===== config.mk =====
export PLATFORM = sky130hd
export DESIGN_NAME = jk_bank_arbiter_flat
export DESIGN_NICKNAME = d
export VERILOG_FILES = /design/src/rtl/jk_bank_arbiter_pkg.sv /design/src/rtl/jk_bank_arbiter_if.sv /design/src/rtl/jk_bank_arbiter_jk_cell.sv /design/src/rtl/jk_bank_arbiter.sv /design/src/flat_wrapper.sv
export SDC_FILE = /design/constraint.sdc
export NUM_CORES = 1
export LEC_CHECK = 0
export CAP_MARGIN = 20
export CORE_ASPECT_RATIO = 0.5
export CORE_MARGIN = 2
export CORE_UTILIZATION = 45
export DETAILED_ROUTE_END_ITERATION = 10
export DONT_BUFFER_PORTS = 1
export SLEW_MARGIN = 10
export SYNTH_ARGS = -nofsm -noshare
export SYNTH_HDL_FRONTEND = slang
export SYNTH_SLANG_ARGS = --single-unit

===== constraint.sdc =====
create_clock -name clk -period 2.7 [get_ports clk]
set_input_delay 0.675 -clock clk [delete_from_list [all_inputs] [get_ports clk]]
set_output_delay 0.675 -clock clk [all_outputs]
set_load 0.01 [all_outputs]

===== src/rtl/jk_bank_arbiter_pkg.sv =====
// Shared types and helpers for the JK bank arbiter.
// The op encoding is the raw {J,K} pair applied to a cell.
package jk_ctrl_pkg;

  typedef enum logic [1:0] {
    JK_HOLD = 2'd0,
    JK_CLR  = 2'd1,
    JK_SET  = 2'd2,
    JK_TGL  = 2'd3
  } jk_op_t;

  // Round-robin successor of a requester index, wrapping at n.
  function automatic int rr_next(input int idx, input int n);
    return (idx + 1 >= n) ? 0 : idx + 1;
  endfunction

endpackage


===== src/rtl/jk_bank_arbiter_if.sv =====
// Request/grant bus between control agents and the JK bank arbiter.
// Requester i owns slice i of req_valid/req_op/req_addr.
interface jk_bank_arbiter_if #(
  parameter int WIDTH = 8,
  parameter int NREQ  = 3,
  parameter int AW    = $clog2(WIDTH),
  parameter int IDW   = $clog2(NREQ)
);

  logic                 count_en;
  logic [NREQ-1:0]      req_valid;
  logic [2*NREQ-1:0]    req_op;
  logic [AW*NREQ-1:0]   req_addr;
  logic [NREQ-1:0]      req_ready;
  logic [WIDTH-1:0]     q;
  logic                 grant_valid;
  logic [IDW-1:0]       grant_id;
  logic                 addr_err;
  logic                 wrap;

  // Control agents drive requests and observe the bank.
  modport master (
    output count_en, req_valid, req_op, req_addr,
    input  req_ready, q, grant_valid, grant_id, addr_err, wrap
  );

  // The arbiter consumes requests and publishes the bank state.
  modport slave (
    input  count_en, req_valid, req_op, req_addr,
    output req_ready, q, grant_valid, grant_id, addr_err, wrap
  );

endinterface


===== src/rtl/jk_bank_arbiter_jk_cell.sv =====
// One JK flip-flop of the bank, synchronous reset to 0.
module jk_cell
  import jk_ctrl_pkg::*;
(
  input  logic clk,
  input  logic rst,
  input  logic j,
  input  logic k,
  output logic q
);

  // Classic JK behaviour: hold / clear / set / toggle.
  always_ff @(posedge clk) begin
    if (rst) begin
      q <= 1'b0;
    end else begin
      case (jk_op_t'({j, k}))
        JK_HOLD: q <= q;
        JK_CLR:  q <= 1'b0;
        JK_SET:  q <= 1'b1;
        JK_TGL:  q <= ~q;
      endcase
    end
  end

endmodule


===== src/rtl/jk_bank_arbiter.sv =====
// Round-robin arbiter sharing write access to a bank of JK cells.
// Each transfer applies one {J,K} op to one addressed cell; count mode
// instead steers every cell as a stage of a synchronous up-counter.
module jk_bank_arbiter
  import jk_ctrl_pkg::*;
#(
  parameter int WIDTH = 8,
  parameter int NREQ  = 3,
  parameter int AW    = $clog2(WIDTH),
  parameter int IDW   = $clog2(NREQ)
) (
  input  logic               clk,
  input  logic               rst,
  jk_bank_arbiter_if.slave   bus
);

  logic [IDW-1:0]   rr_ptr_reg;
  logic [IDW-1:0]   rr_ptr_next;
  logic [NREQ-1:0]  grant_oh;
  logic             win_found;
  logic [IDW-1:0]   win_id;
  logic [1:0]       win_op;
  logic [AW-1:0]    win_addr;
  logic             xfer;
  logic             addr_bad;
  logic [WIDTH-1:0] q_vec;

  logic             grant_valid_reg;
  logic [IDW-1:0]   grant_id_reg;
  logic             addr_err_reg;
  logic             wrap_reg;

  // Round-robin search starting at the pointer; no grants in reset or count mode.
  always_comb begin
    int idx;
    idx       = 0;
    grant_oh  = '0;
    win_found = 1'b0;
    win_id    = '0;
    if (!rst && !bus.count_en) begin
      for (int s = 0; s < NREQ; s++) begin
        idx = int'(rr_ptr_reg) + s;
        if (idx >= NREQ) idx = idx - NREQ;
        if (!win_found && bus.req_valid[idx]) begin
          win_found     = 1'b1;
          win_id        = IDW'(idx);
          grant_oh[idx] = 1'b1;
        end
      end
    end
  end

  // Route the winning requester's op and address toward the bank.
  always_comb begin
    win_op   = bus.req_op[2*int'(win_id) +: 2];
    win_addr = bus.req_addr[AW*int'(win_id) +: AW];
    xfer     = |(bus.req_valid & grant_oh);
    // Only reachable when WIDTH is not a power of two: consumed but ignored.
    addr_bad = xfer && (int'(win_addr) >= WIDTH);
  end

  // Pointer moves past the winner only when a transfer actually happens.
  always_comb begin
    rr_ptr_next = rr_ptr_reg;
    if (xfer) rr_ptr_next = IDW'(rr_next(int'(win_id), NREQ));
  end

  assign bus.req_ready = grant_oh;

  genvar gi;
  generate
    for (gi = 0; gi < WIDTH; gi++) begin : g_cell
      logic carry_in;
      logic j_bit;
      logic k_bit;

      // Counter carry into this stage: all lower cells are ones.
      if (gi == 0) begin : g_lsb
        assign carry_in = 1'b1;
      end else begin : g_upper
        assign carry_in = &q_vec[gi-1:0];
      end

      // Count mode toggles on carry; otherwise only the addressed cell sees the op.
      always_comb begin
        j_bit = 1'b0;
        k_bit = 1'b0;
        if (bus.count_en) begin
          j_bit = carry_in;
          k_bit = carry_in;
        end else if (xfer && (win_addr == AW'(gi))) begin
          j_bit = win_op[1];
          k_bit = win_op[0];
        end
      end

      jk_cell u_cell (
        .clk (clk),
        .rst (rst),
        .j   (j_bit),
        .k   (k_bit),
        .q   (q_vec[gi])
      );
    end
  endgenerate

  // Status pulses and the arbitration pointer, all reported one cycle late.
  always_ff @(posedge clk) begin
    if (rst) begin
      rr_ptr_reg      <= '0;
      grant_valid_reg <= 1'b0;
      grant_id_reg    <= '0;
      addr_err_reg    <= 1'b0;
      wrap_reg        <= 1'b0;
    end else begin
      rr_ptr_reg      <= rr_ptr_next;
      grant_valid_reg <= xfer;
      if (xfer) grant_id_reg <= win_id;
      addr_err_reg    <= addr_bad;
      wrap_reg        <= bus.count_en & (&q_vec);
    end
  end

  assign bus.q           = q_vec;
  assign bus.grant_valid = grant_valid_reg;
  assign bus.grant_id    = grant_id_reg;
  assign bus.addr_err    = addr_err_reg;
  assign bus.wrap        = wrap_reg;

endmodule

===== src/flat_wrapper.sv =====
// flat-port wrapper written by rule: the top's interface ports become plain ports
module jk_bank_arbiter_flat import jk_ctrl_pkg::*;
#(
  parameter int WIDTH = 8,
  parameter int NREQ  = 3,
  parameter int AW    = $clog2(WIDTH),
  parameter int IDW   = $clog2(NREQ)
)
  (clk, rst, bus_count_en, bus_req_valid, bus_req_op, bus_req_addr, bus_req_ready, bus_q, bus_grant_valid, bus_grant_id, bus_addr_err, bus_wrap);
  jk_bank_arbiter_if #(.WIDTH(WIDTH), .NREQ(NREQ), .AW(AW), .IDW(IDW)) bus_i ();
  input  logic clk;
  input  logic rst;
  input wire logic [$bits(bus_i.count_en)-1:0] bus_count_en;
  input wire logic [$bits(bus_i.req_valid)-1:0] bus_req_valid;
  input wire logic [$bits(bus_i.req_op)-1:0] bus_req_op;
  input wire logic [$bits(bus_i.req_addr)-1:0] bus_req_addr;
  output wire logic [$bits(bus_i.req_ready)-1:0] bus_req_ready;
  output wire logic [$bits(bus_i.q)-1:0] bus_q;
  output wire logic [$bits(bus_i.grant_valid)-1:0] bus_grant_valid;
  output wire logic [$bits(bus_i.grant_id)-1:0] bus_grant_id;
  output wire logic [$bits(bus_i.addr_err)-1:0] bus_addr_err;
  output wire logic [$bits(bus_i.wrap)-1:0] bus_wrap;
  assign bus_i.count_en = bus_count_en;
  assign bus_i.req_valid = bus_req_valid;
  assign bus_i.req_op = bus_req_op;
  assign bus_i.req_addr = bus_req_addr;
  assign bus_req_ready = bus_i.req_ready;
  assign bus_q = bus_i.q;
  assign bus_grant_valid = bus_i.grant_valid;
  assign bus_grant_id = bus_i.grant_id;
  assign bus_addr_err = bus_i.addr_err;
  assign bus_wrap = bus_i.wrap;
  jk_bank_arbiter #(.WIDTH(WIDTH), .NREQ(NREQ), .AW(AW), .IDW(IDW)) u_core (.clk(clk), .rst(rst), .bus(bus_i));
endmodule

==> run_results.csv <==
group,metric,value,unit
global_routing,grt_util_met1,26.6,%
critical_path,r2r-start,"u_core.rr_ptr_reg[1]$_SDFFE_PP0N_",
synth,synthMuxAreaShare,0,%
clock_network,clockBufferDepth,2,
global_routing,grt_max_degree,14,
synth,dominantRegCellSynth,"dfxtp_1",
timing,fin_skew,0.000907,ns
drt,drc,0,
clock_network,htree_levels,1,
timing,timing.final.ws_setup,0.0154,ns
critical_path,crit_slowest_cell,"or4b_4",
global_routing,grt_overflow,0,
final_layout,antennaDiodeCount,0,
critical_path,critPathArrivalTime,2.01,ns
global_routing,grt_util_met3,5.96,%
global_routing,grt_util_met2,36.8,%
timing,slew_headroom,64.5,%
placement,portBuffers,0,
synth,synth_top_family_by_area,"compound AO/OA/AOI/OAI gates",
worst_hold_path,min_to,"u_core.g_cell[5].u_cell.q$_SDFFE_PP0P_",
synth,synthArstFlopShare,0,%
global_routing,grt_antenna_before_repair,0,
final_layout,area_delta_synth_final,22.8,%
critical_path,crit_buf_inv,1,
final_layout,fillCellCount,282,
synth,yosys_warnings,0,
floorplan,core_area,2960,sq um
synth,syn_area,1390,sq um
clock_network,clk_latency,0.25,ns
clock_network,cts_hold_buf,0,
critical_path,crit_required,2.03,ns
synth,synth_top_area_share,20.2,%
synth,synth_compound_area_share,38.4,%
synth,syn_inst,180,
timing,setup_viol,0,
power_and_ir_drop,p_clk_share,29.1,%
critical_path,slowest_delay,0.52,ns
power_and_ir_drop,seqPwrFrac,31.3,%
synth,synthSimpleGateAreaFrac,24.0,%
final_layout,layout-drive-gt1-share,34.8,%
power_and_ir_drop,p_sw_share,33.6,%
power_and_ir_drop,pwr-share-comb,39.6,%
worst_hold_path,hold_class,"primary input to register",
critical_path,worstSetupPathType,"register to output pin",
clock_network,root_buffer,"clkbuf_8",
timing,tightest_slew,0.532,ns
placement,post-place-cells,218,
synth,synth_cell_types,54,
critical_path,crit_path_max_fanout,6,
global_routing,grt_pass1_vias,1256,
global_routing,grt_pass1_wl,5820,um
critical_path,timing.rr.end,"u_core.g_cell[4].u_cell.q$_SDFFE_PP0P_",
floorplan,die_area,3570,sq um
worst_hold_path,hp-start,"rst",
drt,dr.pass1.iters,5,
power_and_ir_drop,ir_drop,0.000298,V
critical_path,crit_start,"u_core.rr_ptr_reg[1]$_SDFFE_PP0N_",
critical_path,critical_path.cell_chain,"buf_6, ha_4, and2b_1, or4b_4, o21ai_4, a221oi_2, nor2_2",
global_routing,track_usage,21.4,%
timing,min_period,2.68,ns
critical_path,r2r_slack,0.06,ns
power_and_ir_drop,internal-power,480,uW
synth,ys_top_cells_by_area,"dfxtp_1 (20%), a211oi_1 (5.4%), buf_4 (5.4%)",
power_and_ir_drop,switchingPower,243,uW
drt,drt_iter0_drc,41,
timing,max_freq,372,MHz
drt,vias,1375,
floorplan,ios,37,
critical_path,reg2reg_depth,10,
timing,setup_tns,0,ns
worst_hold_path,min_delay_path_depth,1,
drt,ant_nets,0,
timing,finalHoldViolCount,0,
floorplan,fp.dieW,82.5,um
critical_path,cpLargestDelayFamily,"simple AND/OR/NAND/NOR gates",
synth,postSynthAreaPerCell,7.70,sq um
final_layout,layout.cells.non_filler,227,
timing,final.period_utilization,99.4,%
synth,synth-adder-area-share,3.61,%
run,drv_cap,0,
floorplan,num_rows,14,
synth,syn_nets,205,
synth,synth_commonest_cells,"dfxtp_1 (14), inv_1 (13), nand2_1 (13)",
status,status,"finished, final reports clean",
synth,synth_edf_count,0,
power_and_ir_drop,power_density,425,nW/um^2
critical_path,end_kind,"output pin",
floorplan,initial_core_util,46.8,%
synth,yosysSeqAreaShare,20.2,%
clock_network,clk_pin_slew,0.06,ns
power_and_ir_drop,power,724,uW
clock_network,cts.sinks,14,
timing,maxSlewViolCount,0,
drt,wirelength,3670,um
final_layout,largest_reg_flops,8,
drt,wire_per_inst,16.2,um
drt,vias_per_cell,6.06,
timing,hold_ws,0.480,ns
clock_network,cts_buffers,3,
floorplan,chipHeight,43.2,um
timing,rsz0062_at_grt,"true",
placement,place_ws,-0.0839,ns
synth,synth_seq_cells,14,
final_layout,nets,213,
synth,post_synth_xor_area_fraction,1.17,%
placement,place.gp.congestion,0.862,
clock_network,cts_tree,"done",
synth,yosysMostFrequentCell,"dfxtp_1",
global_routing,top_usage_layer,"met2",
critical_path,start_kind,"register",
synth,synth_area_leader_cell,"dfxtp_1",
power_and_ir_drop,power.leakage,0.655,nW
placement,dp_hpwl,2640,um
-- cell families (layout without fill, tap and decap cells) --
family / count (synthesis) / count (layout)
fa+ha+maj: 4 / 4
other cells: 1 / 1
xor+xnor: 1 / 1
simple gates: 62 / 62
flops: 14 / 14
compound gates: 66 / 66
buf+inv: 32 / 39
-- metal layers --
layer  part of all wire (%)  wire length, um
met1                     44             1630
met2                     50             1840
met3                    4.8              175
met4                   0.49               18
met5                      0                0
-- worst max path at each step --
| stage | endpoint | slack [ns] | cells past startpoint |
|---|---|---|---|
| 5_1_grt | bus_req_ready[0] | -0.02 | 7 |
| 4_1_cts | bus_req_ready[0] | -0.01 | 7 |
| 3_3_place_gp | u_core.g_cell[4].u_cell.q$_SDFFE_PP0P_ | -0.05 | 11 |
| 2_1_floorplan | u_core.g_cell[1].u_cell.q$_SDFFE_PP0P_ | 0.02 | 11 |
| 3_5_place_dp | u_core.g_cell[4].u_cell.q$_SDFFE_PP0P_ | -0.08 | 11 |
| 6_report | bus_req_ready[0] | 0.02 | 7 |
-- layout make-up --
cell class | instances | area (sq um) | share of cell area, %
clock buffers | 4 | 55.1 | 3.23
inverters | 13 | 48.8 | 2.87
multi-input cells | 134 | 1100 | 64.6
flip-flops and latches | 14 | 283 | 16.6
well taps | 40 | 50.0 | 2.94
repair buffers | 22 | 166 | 9.77
-- stage by stage --
stage,util (%),instance area [sq um]
3_3_place_gp,49.4,1460
4_1_cts,53.3,1580
6_report,57.5,1700
3_5_place_dp,49.4,1460
5_1_grt,57.5,1700
2_1_floorplan,-,1410
-- cell usage in the layout, fill, tap and decap left out, drive strengths merged, types with 5 or more instances in the layout --
cell     n
dfxtp   14
inv     13
nand3    5
o22ai    5
clkbuf   5
nor2    15
nand2   13
o21ai    9
a22oi    5
a21oi    9
nor3     5
a211oi  11
buf     21
-- timing repair --
item,CTS,global route
buffers inserted,2,3
endpoints found under the setup margin,9,10
resized for setup,10,24
pin swaps,2,10
-- power groups by stage --
stage	Combinational [mW]	Clock (mW)	Sequential, mW
4_1_cts	0.252	0.218	0.226
3_5_place_dp	0.233	0	0.231
6_report	0.287	0.210	0.226
3_3_place_gp	0.232	0	0.230
5_1_grt	0.312	0.223	0.228
2_1_floorplan	0.184	0	0.227
(Power assumes the default switching activity.)
